**config.mk**
```make
export PLATFORM = sky130hd
export DESIGN_NAME = conv2d_1_window_fetch
export DESIGN_NICKNAME = d
export VERILOG_FILES = /design/src/rtl/conv2d_1_window_fetch.sv
export SDC_FILE = /design/constraint.sdc
export NUM_CORES = 2
export LEC_CHECK = 0
export ABC_AREA = 1
export BUFFER_PORTS_ARGS = -buffer_cell sky130_fd_sc_hd__buf_2
export CAP_MARGIN = 40
export CORE_ASPECT_RATIO = 1.5
export CORE_UTILIZATION = 55
export CTS_CLUSTER_DIAMETER = 40
export CTS_CLUSTER_SIZE = 10
export DETAILED_ROUTE_END_ITERATION = 10
export HOLD_SLACK_MARGIN = 0.1
export MAX_ROUTING_LAYER = met4
export PLACE_DENSITY = 0.73
export SLEW_MARGIN = 20
export SYNTH_ARGS = -nofsm -noshare
export SYNTH_HDL_FRONTEND = slang
export SYNTH_SLANG_ARGS = --single-unit
```
**constraint.sdc**
```tcl
create_clock -name clk -period 6.7 [get_ports clk]
set_input_delay 1.005 -clock clk [delete_from_list [all_inputs] [get_ports clk]]
set_output_delay 1.005 -clock clk [all_outputs]
set_load 0.05 [all_outputs]
```
**src/rtl/conv2d_1_window_fetch.sv**
```systemverilog
// conv2d_1_window_fetch: streams a plane from BRAM port B and emits 3x3 valid-padding windows
// Reads are credit-limited so every in-flight pixel owns an output FIFO slot until it returns.
module conv2d_1_window_fetch #(
   parameter int IMG_W     = 32,
   parameter int IMG_H     = 32,
   parameter int DATA_W    = 8,
   parameter int RD_LAT    = 1,
   parameter int OUT_DEPTH = 4
) (
   input  logic              clk,
   input  logic              rst_n,
   input  logic              start,
   input  logic [31:0]       base_addr,
   output logic              busy,
   output logic              done,
   output logic [31:0]       bram_addr,
   output logic              bram_en,
   output logic [3:0]        bram_we,
   output logic [31:0]       bram_din,
   input  logic [31:0]       bram_dout,
   output logic              win_valid,
   input  logic              win_ready,
   output logic [9*DATA_W-1:0] win_data,
   output logic              win_last
);
   localparam int CW = $clog2(IMG_W);
   localparam int RW = $clog2(IMG_H);
   localparam int AW = $clog2(OUT_DEPTH);
   localparam int NW = $clog2(OUT_DEPTH + 1);
   localparam int WW = 9 * DATA_W;
   localparam logic [CW-1:0] C_LAST = CW'(IMG_W - 1);
   localparam logic [RW-1:0] R_LAST = RW'(IMG_H - 1);
   localparam logic [NW-1:0] DEPTH  = NW'(OUT_DEPTH);

   typedef enum logic [1:0] {IDLE, FETCH, DRAIN, DONE} state_t;
   state_t state;
   logic [31:0] addr;
   logic [CW-1:0] c, rc;
   logic [RW-1:0] r, rr;
   logic [RD_LAT-1:0] rd_pipe;
   logic [NW-1:0] outstanding, count;
   logic [AW-1:0] wp, rp;
   logic [DATA_W-1:0] lb0 [IMG_W];
   logic [DATA_W-1:0] lb1 [IMG_W];
   logic [WW-1:0] win_q, next_win;
   logic [WW:0] fifo [OUT_DEPTH];
   logic issue, ret, push, pop, ret_last, unused;
   logic [DATA_W-1:0] pix;

   assign bram_we   = 4'b0000;
   assign bram_din  = 32'd0;
   assign pix       = bram_dout[DATA_W-1:0];
   assign unused    = ^bram_dout[31:DATA_W];
   assign ret       = rd_pipe[RD_LAT-1];
   assign ret_last  = rr == R_LAST && rc == C_LAST;
   assign push      = ret && rr >= RW'(2) && rc >= CW'(2);
   assign win_valid = count != '0;
   assign pop       = win_valid && win_ready;
   assign issue     = state == FETCH && ({1'b0, count} + {1'b0, outstanding} < {1'b0, DEPTH});
   assign {win_last, win_data} = fifo[rp];

   // Window as it looks after the returning pixel's column shifts in on the right.
   always_comb begin
      next_win = '0;
      for (int k = 0; k < 9; k++)
         next_win[k*DATA_W +: DATA_W] = (k % 3 != 2) ? win_q[((k + 1) % 9)*DATA_W +: DATA_W] :
                                        (k == 2) ? lb1[rc] : (k == 5) ? lb0[rc] : pix;
   end

   always_ff @(posedge clk or negedge rst_n) begin
      if (!rst_n) begin
         state       <= IDLE;
         busy        <= 1'b0;
         done        <= 1'b0;
         bram_en     <= 1'b0;
         bram_addr   <= '0;
         addr        <= '0;
         c           <= '0;
         r           <= '0;
         rc          <= '0;
         rr          <= '0;
         rd_pipe     <= '0;
         outstanding <= '0;
         count       <= '0;
         wp          <= '0;
         rp          <= '0;
         win_q       <= '0;
         for (int i = 0; i < IMG_W; i++) begin
            lb0[i] <= '0;
            lb1[i] <= '0;
         end
         for (int i = 0; i < OUT_DEPTH; i++) fifo[i] <= '0;
      end else begin
         done        <= 1'b0;
         bram_en     <= issue;
         rd_pipe     <= RD_LAT'({rd_pipe, bram_en});
         outstanding <= outstanding + NW'(issue) - NW'(ret);
         count       <= count + NW'(push) - NW'(pop);
         if (issue) begin
            bram_addr <= addr;
            addr      <= addr + 32'd4;
            c         <= (c == C_LAST) ? '0 : c + CW'(1);
            r         <= (c == C_LAST) ? r + RW'(1) : r;
         end
         case (state)
            IDLE: if (start) begin
               state <= FETCH;
               busy  <= 1'b1;
               addr  <= base_addr;
               c     <= '0;
               r     <= '0;
               rc    <= '0;
               rr    <= '0;
            end
            FETCH: if (issue && c == C_LAST && r == R_LAST) state <= DRAIN;
            DRAIN: if (outstanding == '0 && count == '0) begin
               state <= DONE;
               done  <= 1'b1;
               busy  <= 1'b0;
            end
            DONE: state <= IDLE;
         endcase
         if (ret) begin
            rc      <= (rc == C_LAST) ? '0 : rc + CW'(1);
            rr      <= (rc == C_LAST) ? rr + RW'(1) : rr;
            lb1[rc] <= lb0[rc];
            lb0[rc] <= pix;
            win_q   <= next_win;
         end
         if (push) begin
            fifo[wp] <= {ret_last, next_win};
            wp       <= wp + AW'(1);
         end
         if (pop) rp <= rp + AW'(1);
      end
   end
endmodule

```
After elaboration in Yosys (flattened, before gate mapping). Index checks and enable logic that the tools add are counted.

Register bits after elaboration: 976. Latch bits: 0. Memory bits (writable): 0. Memory bits (read-only): 0. Output and inout bits: 145. Word-level logic and storage cells: 181. Memories: 0.

Add/sub/neg operators: 12. $mul: 0. Divide/modulo/power cells: 0. Order comparisons: 8. Equal/unequal tests: 11. Shift-type cells: 0. Muxes and demuxes: 42. Bitwise operators: 3. Reductions and logical operators: 21.

Operators by type and width (number): bitwise mux 256 bit (2); bitwise mux 292 bit (1); 2-to-1 mux 73 bit (3); binary-select mux 73 bit (select 2 bit) (1); demux 73 bit (select 2 bit) (1); 2-to-1 mux 32 bit (3); binary-select mux 8 bit (select 5 bit) (2); 2-to-1 mux 5 bit (14); demux 8 bit (select 5 bit) (1); 2-to-1 mux 8 bit (5); adder 32 x 3 -> 32 bit (second input constant) (1); adder 5 x 1 -> 5 bit (second input constant) (4); == test 5 bit (second input constant) (4); >= comparator 5 x 2 -> 1 bit (second input constant) (2); logical AND 1 bit (10); AND reduction 3 bit (3); case mux 2 bit (4 select lines) (1); adder 3 x 1 -> 3 bit (2); >= comparator 3 bit (second input constant) (2); >= comparator 6 bit (second input constant) (1); zero test 3 bit (2); < comparator 6 x 1 -> 1 bit (second input constant) (1); 2-to-1 mux 2 bit (3); NOT 2 -> 3 bit (2); 16 further kinds (26).

Logic depth before layout (Yosys ltp).
Word-level depth: 7. Gate-level depth with buffers: 16. Depth with buffers taken out: 13.

Least setup slack after synthesis. Ideal clock, no wire load.

Path kind: reg-to-output. Start point: reg rp[0]. End point: out win_data[10]. Arrival: 2044 ps. Slack: 3651 ps. Stages on the path, launching flop included: 7. Cell sequence: dfrtp_1 -> clkbuf_1 -> inv_1 -> clkbuf_1 -> buf_1 -> nor2_1 -> o22ai_1.

Cells in the longest elaborated chain, start to end: 4.

Ends and longest elaborated chain: start, declared (RTL line 42) `logic [AW-1:0] wp, rp;`; start signal, assigned (RTL line 134) `if (pop) rp <= rp + AW'(1);`; NOT 2 -> 3 bit (not written as such) (RTL line 60) `assign {win_last, win_data} = fifo[rp];`; binary-select mux 73 bit (select 2 bit) (RTL line 60); 2-to-1 mux 73 bit (not written as such) (2 in series) (RTL line 60); end, declared (RTL line 23) `output logic [9*DATA_W-1:0] win_data,`.

Every way passes these cells. The select of a mux whose other input is x is not followed.

Final worst setup path.
Start point: reg rp[0]. End point: out win_data[70].

Same word-level chain as after synthesis.

==> flow_summary.toml <==
[power]
comb_power_share = 0.414
pwr-share-seq = 0.339
sw_frac_of_total = 0.4453
p_leak_nw = 24.81
peakVddDrop_mv = 0.4229
pwr_density_cell_nw_per_um2 = 480.9
clockPowerShare = 0.247
p_sw_mw = 10.41
intPower_mw = 12.96

[place]
place.gp.congestion = 0.8732
place_inst = 6444
io_buffers = 152
dp_hpwl_um = 71310

[sta]
fin_crit_sh = 0.6739
min_period_ps = 4515
tightest_slew_ps = 971.5
fmaxAchievable_ghz = 0.2215
slew_viol_final = 0
finalSetupViolations = 0
rsz0062_at_grt = "false"
setup_tns_ps = 0
relSlewSlack = 0.3524
hold_violations = 0
holdWs_ps = 367.7
finClkSkew_ps = 25.63

[logic_synthesis]
synth_edf_count = 0
synth.area.mux_share = 0.0006843
synthTopCellsByArea = "dfrtp_1 (54%), nand2_1 (18%), o21ai_0 (8.8%)"
synth_flop_cell = "dfrtp_1"
syn_avg_cell_area_sq_um = 7.893
ys_types = 37
async_reset_ff_frac = 1.000
ys_ff_latch = 952
netlist_area_sq_um = 43880
synthSimpleGateAreaFrac = 0.2557
synthXorXnorAreaFrac = 0.003792
synth_fa_ha_area_frac = 0.008040
synth_compound_area_frac = 0.1266
synth_top_family_by_area = "simple AND/OR/NAND/NOR gates"
synth-seq-area-share = 0.5429
yosysTopAreaCellShare = 0.5429
yosysTopAreaCell = "dfrtp_1"
syn-instance-count = 5560
ys_warn_count = 0

[critical_path]
crit_chain = "buf_4 -> buf_4 -> o21ai_0 -> o22ai_1 -> buf_2"
r2r-start = "rc[0]"
crit_top_cell = "buf_4"
r2r_setup_slack_ps = 2880
required_ps = 5690
arrival_ps = 3510
end_kind = "output port"
worstRegToRegCells = 12
critical_path_buf_inv_count = 3
r2r_end = "win_q[42]"
crit_slowest_cell = "buf_4"
cp_max_fo = 71
crit_family = "buffers and inverters"
max_stage_delay_ps = 680
start_kind = "flop"
criticalPathCategory = "reg2out"

[route]
wirelength_um = 116900
drtIter0Drc = 3421
antenna_left = 0
drc = 0
post_drt_wl_per_cell_um = 17.67
dr.pass1.iters = 6
drt-vias-per-instance = 5.522
via_count = 36540

[floorplan]
placementRows = 126
initial_core_util = 0.5567
dieHeight_um = 348.0
io_pins = 213
die_w_um = 232.6
core_sq_um = 78830
dieArea_sq_um = 80950

[clocking]
post_cts_resized = 0
cts_tree = "yes"
cts_sinks = 952
clk_latency_ps = 690
cts_buffer_depth = 3
cts.htree.levels = 3
post_cts_buffers = 0
cts_root_buffer = "clkbuf_16"
cts_inserted_buffers = 116
holdBufCountCts = 0
clk_pin_slew_ps = 60

[worst_hold_path]
hold_class = "reg2reg"
holdPathStages = 0
hold_end = "rd_pipe"
hp-start = "bram_en"

[cells_and_area]
final_common_cell = "nand2_1"
areaGrowthSynthToFinish_pct = 10.74
final_cells = 6617
mostFrequentLayoutCells = "nand2_1 (2,091), dfrtp_1 (947), o21ai_0 (774), nor2_1 (668), inv_1 (191)"
antennaDiodeCount = 0
num-nets-final = 5637
final_layout_size_suffix_gt1_frac = 0.08475

[run]
drv_cap = 0

[grt]
grt_use_total = 0.3021
overflow = 0
grt_pass1_vias = 35750
grt_pass1_wl_um = 188600
antenna_found_initial = 0
grt_max_degree = 176

[status]
outcome = "completed"
[Yosys cell counts, drive strengths merged, types with 2 or more instances]
library cell / n
o21ai: 909
nand3: 29
inv: 231
mux2i: 3
nand4: 14
nand2: 2106
xnor2: 4
ha: 25
xor2: 15
o21bai: 5
dfrtp: 952
buf: 211
o22ai: 78
fa: 2
nor3: 18
clkbuf: 172
a21oi: 36
nor2: 705
o211ai: 39
[metrics by stage]
stage	setup WS, ps	power, mW	instance area (sq um)	utilization
6_report	2185	23.37	48600	0.6165
3_5_place_dp	2923	17.56	45090	0.5720
3_3_place_gp	2923	17.05	44650	0.5664
5_1_grt	2058	24.68	48600	0.6165
4_1_cts	2206	23.38	48520	0.6156
2_1_floorplan	3651	14.52	44010	-
[registers in the layout, summed over array words and instances (netlist names)]
name / cells
addr: 32
bram_addr: 32
bram_en: 1
busy: 1
c: 5
count: 3
done: 1
fifo: 292
lb0: 256
lb1: 256
outstanding: 3
r: 5
rc: 5
rd_pipe: 1
rp: 2
rr: 5
state: 2
win_q: 48
wp: 2
[layer usage]
| metal | global-route usage | vias up | share of wire | wire (um) |
|---|---|---|---|---|
| met5 | - | - | 0 | 0 |
| met1 | 0.3624 | 17570 | 0.40 | 47040 |
| li1 | - | 17490 | - | - |
| met3 | 0.03277 | 269 | 0.052 | 6122 |
| met2 | 0.5145 | 1204 | 0.51 | 59420 |
| met4 | 0.1286 | 0 | 0.037 | 4358 |
[cell type report]
class	count	area, sq um
fill	6840	30230
sequential	952	23840
multi-input combinational	4028	17490
clock buffer	144	3158
timing repair buffer	212	1674
tap	1024	1281
inverter	232	880.8
clock inverter	25	276.5
[power by group through the flow]
stage | clock (mW) | sequential [mW] | combinational [mW]
after global placement | 0 | 7.93 | 9.12
after global routing | 6.07 | 8.07 | 10.5
final | 5.77 | 7.92 | 9.68
after detailed placement | 0 | 7.98 | 9.58
after floorplan | 0 | 8.00 | 6.52
after CTS | 5.84 | 7.90 | 9.64
[worst max-delay path by stage]
stage                     start           end  slack (ps)  cells after the start
final                     rp[0]  win_data[70]        2180                      5
after global routing      rp[0]  win_data[57]        2060                      5
after CTS                 rp[0]  win_data[57]        2210                      5
after detailed placement  rp[0]  win_data[57]        2920                      5
after global placement    rp[0]  win_data[57]        2920                      5
after floorplan           rp[0]  win_data[10]        3650                      6
[cells by family (layout without fill, tap and decap cells)]
logic type | Yosys count | count (layout)
XOR/XNOR | 19 | 19
flip-flops | 952 | 952
AO/OA/AOI/OAI | 1068 | 1068
multiplexers | 3 | 3
other | 1 | 36
adder cells (fa/ha/maj) | 27 | 27
buffers and inverters | 615 | 613
AND/OR/NAND/NOR | 2875 | 2875
Note: power is estimated with default switching activity, not from simulation.
